$ cat src/rtl/axilite_csr_pkg.sv
// Definitions shared by the CSR AXI4-Lite write and read channels: response
// codes, the write-channel FSM encoding, and the helper for the address shift.
package axilite_csr_pkg;

    localparam logic [1:0] RESP_OKAY   = 2'b00;
    localparam logic [1:0] RESP_EXOKAY = 2'b01;
    localparam logic [1:0] RESP_SLVERR = 2'b10;
    localparam logic [1:0] RESP_DECERR = 2'b11;

    typedef enum logic [1:0] {
        WR_IDLE   = 2'd0,
        WR_COMMIT = 2'd1,
        WR_RESP   = 2'd2
    } wr_state_e;

    // Number of low byte-address bits to drop to get a register index.
    // A 32-bit bus drops 2 bits and a 64-bit bus drops 3 bits.
    function automatic int aligned_index_shift(input int data_width);
        return $clog2(data_width / 8);
    endfunction

endpackage

$ cat src/rtl/axilite_csr_reg_bank.sv
// CSR storage. Merges the strobed and bit-masked write into the selected
// register and produces a one-cycle write pulse for that register.
module axilite_csr_reg_bank #(
    parameter int                             NUM_REGS      = 4,
    parameter int                             DATA_WIDTH    = 32,
    parameter int                             IDX_W         = 2,
    parameter logic [NUM_REGS*DATA_WIDTH-1:0] WRITABLE_MASK = '1,
    parameter logic [NUM_REGS*DATA_WIDTH-1:0] RESET_VALUE   = '0
) (
    input  logic                           clk,
    input  logic                           rst,
    input  logic                           we,
    input  logic [IDX_W-1:0]               idx,
    input  logic [DATA_WIDTH-1:0]          wdata,
    input  logic [DATA_WIDTH/8-1:0]        wstrb,
    output logic [NUM_REGS*DATA_WIDTH-1:0] regs,
    output logic [NUM_REGS-1:0]            wr_pulse
);

    localparam int NUM_LANES = DATA_WIDTH / 8;

    // Byte strobes widened to a per-bit mask. This mask is shared by all registers.
    logic [DATA_WIDTH-1:0] lane_mask;

    genvar gi;
    generate
        for (gi = 0; gi < NUM_LANES; gi++) begin : g_lane
            assign lane_mask[gi*8 +: 8] = {8{wstrb[gi]}};
        end

        for (gi = 0; gi < NUM_REGS; gi++) begin : g_reg
            localparam logic [DATA_WIDTH-1:0] REG_RESET = RESET_VALUE[gi*DATA_WIDTH +: DATA_WIDTH];
            localparam logic [DATA_WIDTH-1:0] REG_WMASK = WRITABLE_MASK[gi*DATA_WIDTH +: DATA_WIDTH];

            logic [DATA_WIDTH-1:0] value_reg;
            logic [DATA_WIDTH-1:0] value_next;
            logic [DATA_WIDTH-1:0] bit_mask;
            logic                  pulse_reg;
            logic                  hit;

            assign hit        = we && (idx == IDX_W'(gi));
            // Only bits that are both strobed and writable take the new data.
            assign bit_mask   = lane_mask & REG_WMASK;
            assign value_next = (value_reg & ~bit_mask) | (wdata & bit_mask);

            // Register storage and a pulse that fires on any addressed commit, including an all-zero strobe.
            always_ff @(posedge clk) begin
                if (rst) begin
                    value_reg <= REG_RESET;
                    pulse_reg <= 1'b0;
                end else begin
                    pulse_reg <= hit;
                    if (hit) begin
                        value_reg <= value_next;
                    end
                end
            end

            assign regs[gi*DATA_WIDTH +: DATA_WIDTH] = value_reg;
            assign wr_pulse[gi]                      = pulse_reg;
        end
    endgenerate

endmodule

$ cat src/rtl/axilite_csr_write_channel.sv
// AXI4-Lite write channel for the CSR bank. AW and W are captured separately
// in any order. The write is then committed and one B response is returned.
// Only one write is in flight at a time.
module axilite_csr_write_channel
    import axilite_csr_pkg::*;
#(
    parameter int                             NUM_REGS      = 4,
    parameter int                             DATA_WIDTH    = 32,
    parameter int                             ADDR_SIZE     = 32,
    parameter logic [NUM_REGS*DATA_WIDTH-1:0] WRITABLE_MASK = '1,
    parameter logic [NUM_REGS*DATA_WIDTH-1:0] RESET_VALUE   = '0
) (
    input  logic                           clk,
    input  logic                           rst,
    input  logic [ADDR_SIZE-1:0]           awaddr,
    input  logic                           awvalid,
    output logic                           awready,
    input  logic [DATA_WIDTH-1:0]          wdata,
    input  logic [DATA_WIDTH/8-1:0]        wstrb,
    input  logic                           wvalid,
    output logic                           wready,
    output logic [1:0]                     bresp,
    output logic                           bvalid,
    input  logic                           bready,
    output logic [NUM_REGS*DATA_WIDTH-1:0] regs,
    output logic [NUM_REGS-1:0]            wr_pulse
);

    localparam int ADDR_LSB = aligned_index_shift(DATA_WIDTH);
    localparam int IDX_W    = (NUM_REGS > 1) ? $clog2(NUM_REGS) : 1;

    wr_state_e state_reg, state_next;

    logic                    awready_reg, awready_next;
    logic                    wready_reg,  wready_next;
    logic                    bvalid_reg,  bvalid_next;
    logic [1:0]              bresp_reg,   bresp_next;

    logic                    aw_held_reg;
    logic                    w_held_reg;
    logic [ADDR_SIZE-1:0]    aw_addr_reg;
    logic [DATA_WIDTH-1:0]   w_data_reg;
    logic [DATA_WIDTH/8-1:0] w_strb_reg;

    logic                    aw_hs, w_hs, b_hs;
    logic                    aw_held_now, w_held_now;
    logic                    commit;
    logic [ADDR_SIZE-1:0]    word_idx;
    logic                    in_range;

    // The ready signals are high only in IDLE, so a handshake can only happen there.
    assign aw_hs       = awvalid && awready_reg;
    assign w_hs        = wvalid && wready_reg;
    assign b_hs        = bvalid_reg && bready;
    assign aw_held_now = aw_held_reg || aw_hs;
    assign w_held_now  = w_held_reg || w_hs;

    // The compare uses the full address width, so large addresses cannot alias onto a valid register.
    assign word_idx = aw_addr_reg >> ADDR_LSB;
    assign in_range = (word_idx < ADDR_SIZE'(NUM_REGS));

    // State and registered handshake outputs.
    always_ff @(posedge clk) begin
        if (rst) begin
            state_reg   <= WR_IDLE;
            awready_reg <= 1'b0;
            wready_reg  <= 1'b0;
            bvalid_reg  <= 1'b0;
            bresp_reg   <= RESP_OKAY;
        end else begin
            state_reg   <= state_next;
            awready_reg <= awready_next;
            wready_reg  <= wready_next;
            bvalid_reg  <= bvalid_next;
            bresp_reg   <= bresp_next;
        end
    end

    // Capture the AW and W beats. The held flags clear once the response is accepted.
    always_ff @(posedge clk) begin
        if (rst) begin
            aw_held_reg <= 1'b0;
            w_held_reg  <= 1'b0;
            aw_addr_reg <= '0;
            w_data_reg  <= '0;
            w_strb_reg  <= '0;
        end else begin
            if (aw_hs) begin
                aw_held_reg <= 1'b1;
                aw_addr_reg <= awaddr;
            end
            if (w_hs) begin
                w_held_reg <= 1'b1;
                w_data_reg <= wdata;
                w_strb_reg <= wstrb;
            end
            if (state_reg == WR_RESP && b_hs) begin
                aw_held_reg <= 1'b0;
                w_held_reg  <= 1'b0;
            end
        end
    end

    // Next-state logic.
    always_comb begin
        state_next = state_reg;
        case (state_reg)
            WR_IDLE:   if (aw_held_now && w_held_now) state_next = WR_COMMIT;
            WR_COMMIT: state_next = WR_RESP;
            WR_RESP:   if (b_hs) state_next = WR_IDLE;
            default:   state_next = WR_IDLE;
        endcase
    end

    // Next values of the registered outputs, and the one-cycle commit strobe.
    always_comb begin
        awready_next = 1'b0;
        wready_next  = 1'b0;
        bvalid_next  = bvalid_reg;
        bresp_next   = bresp_reg;
        commit       = 1'b0;
        case (state_reg)
            WR_IDLE: begin
                // A ready drops on the same edge that captures its beat.
                awready_next = ~aw_held_now;
                wready_next  = ~w_held_now;
            end
            WR_COMMIT: begin
                commit      = 1'b1;
                bvalid_next = 1'b1;
                bresp_next  = in_range ? RESP_OKAY : RESP_SLVERR;
            end
            WR_RESP: begin
                if (b_hs) begin
                    bvalid_next  = 1'b0;
                    awready_next = 1'b1;
                    wready_next  = 1'b1;
                end
            end
            default: begin
                awready_next = 1'b0;
                wready_next  = 1'b0;
            end
        endcase
    end

    axilite_csr_reg_bank #(
        .NUM_REGS      (NUM_REGS),
        .DATA_WIDTH    (DATA_WIDTH),
        .IDX_W         (IDX_W),
        .WRITABLE_MASK (WRITABLE_MASK),
        .RESET_VALUE   (RESET_VALUE)
    ) u_reg_bank (
        .clk      (clk),
        .rst      (rst),
        .we       (commit && in_range),
        .idx      (word_idx[IDX_W-1:0]),
        .wdata    (w_data_reg),
        .wstrb    (w_strb_reg),
        .regs     (regs),
        .wr_pulse (wr_pulse)
    );

    assign awready = awready_reg;
    assign wready  = wready_reg;
    assign bvalid  = bvalid_reg;
    assign bresp   = bresp_reg;

endmodule

$ cat config.mk
export PLATFORM = sky130hd
export DESIGN_NAME = axilite_csr_write_channel
export DESIGN_NICKNAME = d
export VERILOG_FILES = /design/src/rtl/axilite_csr_pkg.sv /design/src/rtl/axilite_csr_reg_bank.sv /design/src/rtl/axilite_csr_write_channel.sv
export SDC_FILE = /design/constraint.sdc
export NUM_CORES = 1
export LEC_CHECK = 0
export CAP_MARGIN = 10
export CELL_PAD_IN_SITES_DETAIL_PLACEMENT = 0
export CELL_PAD_IN_SITES_GLOBAL_PLACEMENT = 1
export CORE_MARGIN = 3
export CORE_UTILIZATION = 33
export DETAILED_ROUTE_END_ITERATION = 8
export GPL_TIMING_DRIVEN = 0
export PLACE_DENSITY = 0.72
export SKIP_CTS_REPAIR_TIMING = 1
export SLEW_MARGIN = 20
export SYNTH_ARGS = -nofsm -noshare
export SYNTH_HDL_FRONTEND = slang
export SYNTH_SLANG_ARGS = --single-unit
$ cat constraint.sdc
create_clock -name clk -period 1.7 [get_ports clk]
set_input_delay 0.17 -clock clk [delete_from_list [all_inputs] [get_ports clk]]
set_output_delay 0.17 -clock clk [all_outputs]
set_load 0.05 [all_outputs]
==> results.py <==
metrics = {
    "yosys": {
        "synth-edff-count": 0,
        "synth_simple_gate_area_share_pct": 26.07,
        "synth_area_um2": 8122,
        "ys_ff_latch": 206,
        "synth_xor_area_share_pct": 0,
        "avgSynthCellArea_um2": 9.904,
        "synth-compound-area-share_pct": 4.622,
        "synth_top_family_by_area": "simple AND/OR/NAND/NOR gates",
        "syn_inst": 820,
        "yosys_warnings": 0,
        "yosysSeqAreaShare_pct": 50.78,
        "synth_top_flop_cell": "dfxtp_1",
        "synthDistinctLibCells": 28,
        "async_flop_share_pct": 0,
        "muxShareOfSynthArea_pct": 15.78,
        "synthesis.nets": 893,
        "synthAdderAreaFrac_pct": 0,
    },
    "run": {
        "max_cap_violations": 0,
    },
    "setup_path": {
        "path_delay_family": "simple AND/OR/NAND/NOR gates",
        "cp_cell_sequence": "nor4_4, nand4_2, buf_12, nor4_4, buf_12, mux2i_1",
        "cp_max_fo": 8,
        "cp.required_ps": 2110,
        "rrSetupSlack_ps": -170,
        "crit_type": "reg -> reg",
        "crit-reg2reg-launch": "aw_addr_reg[20]$_SDFFE_PP0P_",
        "cpPeakStageDelay_ps": 330,
        "cp_slowest_cell": "dfxtp_1",
        "ff2ff_path_depth": 6,
        "arrival_ps": 2280,
        "path_buf_inv": 2,
        "crit_path_start_kind": "register",
        "end_kind": "register",
    },
    "sta": {
        "drv_slew": 0,
        "rsz0062_at_grt": "yes",
        "worst_pin_slew_ps": 617.5,
        "finalHoldViolations": 0,
        "relSlewSlack_pct": 58.76,
        "setup_viol": 128,
        "fmax_ghz": 0.5348,
        "fin_setup_tns_ps": -11910,
        "clock-skew-final_ps": 15.07,
        "worst_slack_ps": -169.9,
        "min_period_over_period_pct": 110.0,
        "layout_min_cycle_time_ps": 1870,
    },
    "die": {
        "die_area_um2": 26530,
        "io_pins": 210,
        "core.rowCount": 56,
        "chipHeight_um": 162.9,
        "die_w_um": 162.9,
        "initial_core_util_pct": 34.09,
        "coreArea_um2": 23820,
    },
    "clock_network": {
        "numCtsBuffers": 23,
        "cts_tree": "done",
        "clock-sinks": 206,
        "clk_pin_slew_ps": 60,
        "clock-root-buffer": "clkbuf_16",
        "cts.htree.levels": 1,
        "clockBufferDepth": 3,
        "clk_latency_ps": 500,
    },
    "detailed_routing": {
        "viasPerCell": 4.541,
        "drc": 0,
        "routed_wl_um": 24000,
        "ant_nets": 0,
        "vias": 6362,
        "drt_iter0_drc": 234,
        "post_drt_wl_per_cell_um": 17.13,
        "drt-pass1-iter-count": 5,
    },
    "hold_path": {
        "hold_depth": 3,
        "hp-class": "in -> reg",
        "hp-start": "awaddr[8]",
        "hold_end": "aw_addr_reg[8]$_SDFFE_PP0P_",
    },
    "power": {
        "p_switching_mw": 2.654,
        "p_seq_share_pct": 44.3,
        "power.share.combinational_pct": 10.4,
        "p_leak_nw": 6.973,
        "power_density_nw_per_um2": 931.6,
        "p_sw_share_pct": 23.47,
        "pwr-share-clk_pct": 45.4,
        "p_int_mw": 8.652,
        "ir_drop_mv": 0.5025,
    },
    "placed_design": {
        "place_congestion": 0.7856,
        "portBuffers": 205,
        "place_ws_ps": -726.3,
        "dp_hpwl_um": 17210,
    },
    "grt": {
        "grt_usage_pct": 17.11,
        "grt_pass1_wl_um": 35780,
        "grt_max_degree": 13,
        "antenna_found_initial": 0,
        "grt-ovfl-total": 0,
        "grt_pass1_vias": 6111,
    },
    "run_status": {
        "status": "finished, violations left",
        "violations": "negative setup slack",
    },
    "final_layout": {
        "drive_gt1_share_pct": 9.889,
        "nets": 1141,
        "antennaDiodeCount": 0,
        "areaGrowthSynthToFinish_pct": 49.44,
    },
}
through the flow:
step	hold slack, ps	std cells	utilization (%)	instance area [um^2]	power [mW]
detailed placement	446.7	1344	44.46	10590	6.112
floorplan	298.4	820	-	8142	5.719
CTS	197.1	1383	47.78	11380	11.24
finish	217.7	1401	50.95	12140	11.31
global placement	442.3	1344	44.46	10590	6.104
global route	209.2	1401	50.95	12140	11.72
worst reg2reg max path, cell delays in order (launching register included):
cell	delay, ps
dfxtp_1	330
nor4_4	320
nand4_2	210
buf_12	210
nor4_4	330
buf_12	190
mux2i_1	210
cell type report:
class / instances / area (um^2)
repair buffers: 223 / 2653
plain buffers: 51 / 261.5
multi-input cells: 563 / 3902
fillers: 2203 / 11690
flip-flops and latches: 206 / 4131
clock buffers: 36 / 724.4
clock inverters: 3 / 65.06
well taps: 319 / 399.1
power groups by stage:
stage / Sequential, mW / Clock (mW) / Combinational, mW
floorplan: 5.12 / 0 / 0.596
global placement: 5.10 / 0 / 1.00
detailed placement: 5.11 / 0 / 1.01
CTS: 5.00 / 5.24 / 1.01
global route: 5.02 / 5.44 / 1.27
finish: 5.01 / 5.13 / 1.17
per-layer routing:
layer,vias to the layer above,GRT usage [%],part of all wire [%]
li1,3222,-,-
met1,2950,23.92,47
met2,163,27.06,45
met3,27,4.145,6.0
met4,0,3.422,1.8
met5,-,0,0
cell usage in the layout (no fill, tap or decap), types with 2 or more instances in the layout:
cell             Yosys  layout
buf_12               0      12
clkbuf_2             0       6
a21oi_1             68      68
dlymetal6s2s_1       0     136
clkdlybuf4s50_1      0      69
nor3_4               4       4
and2_1               6       6
buf_1                4       2
nor2_1               8       8
dfxtp_1            206     200
nand2b_1           161     161
bufinv_16            0       2
nand4_4              0       9
dfxtp_2              0       6
mux2i_1            128     128
nor4_4               7      10
nand2_2              0       2
nor4_1               2       2
clkbuf_16            0      23
buf_4                5      13
nand2_1            143     141
o31a_1               2       2
clkbuf_1            39      37
nor3_1               5       5
clkbuf_8             0      10
nand3_1              3       3
nor2b_1              5       4
logic make-up (layout without fill, tap and decap cells):
family,Yosys count,count (layout)
flops,206,206
mux,128,128
compound gates,72,72
buf+inv,51,313
other cells,1,1
simple gates,362,362
worst max path at each step:
stage	start	end	slack, ps	depth (start not counted)
2_1_floorplan	aw_addr_reg[15]$_SDFFE_PP0P_	register	-70	4
6_report	aw_addr_reg[20]$_SDFFE_PP0P_	register	-170	6
3_5_place_dp	rst	awready$_SDFF_PP0_	-730	5
3_3_place_gp	rst	awready$_SDFF_PP0_	-730	5
5_1_grt	aw_addr_reg[16]$_SDFFE_PP0P_	register	-250	5
4_1_cts	state_reg[0]$_SDFFE_PP0P_	register	-550	5
synthesized netlist by cell type (2+ instances only):
cell type	count	area share [%]
nand4_2	10	1.5
and2_1	6	0.46
nor2_1	8	0.37
dfxtp_1	206	51
a21oi_1	68	4.2
o31a_1	2	0.22
nand3_1	3	0.18
nor4_4	7	1.8
nor4_1	2	0.15
buf_4	5	0.46
nor4_2	4	0.62
buf_2	2	0.12
nand2_1	143	6.6
mux2i_1	128	16
clkbuf_1	39	1.8
buf_1	4	0.18
nor3_1	5	0.31
nor2b_1	5	0.39
nor3_4	4	0.80
nand2b_1	161	12
Power figures use the tool's default switching activity.
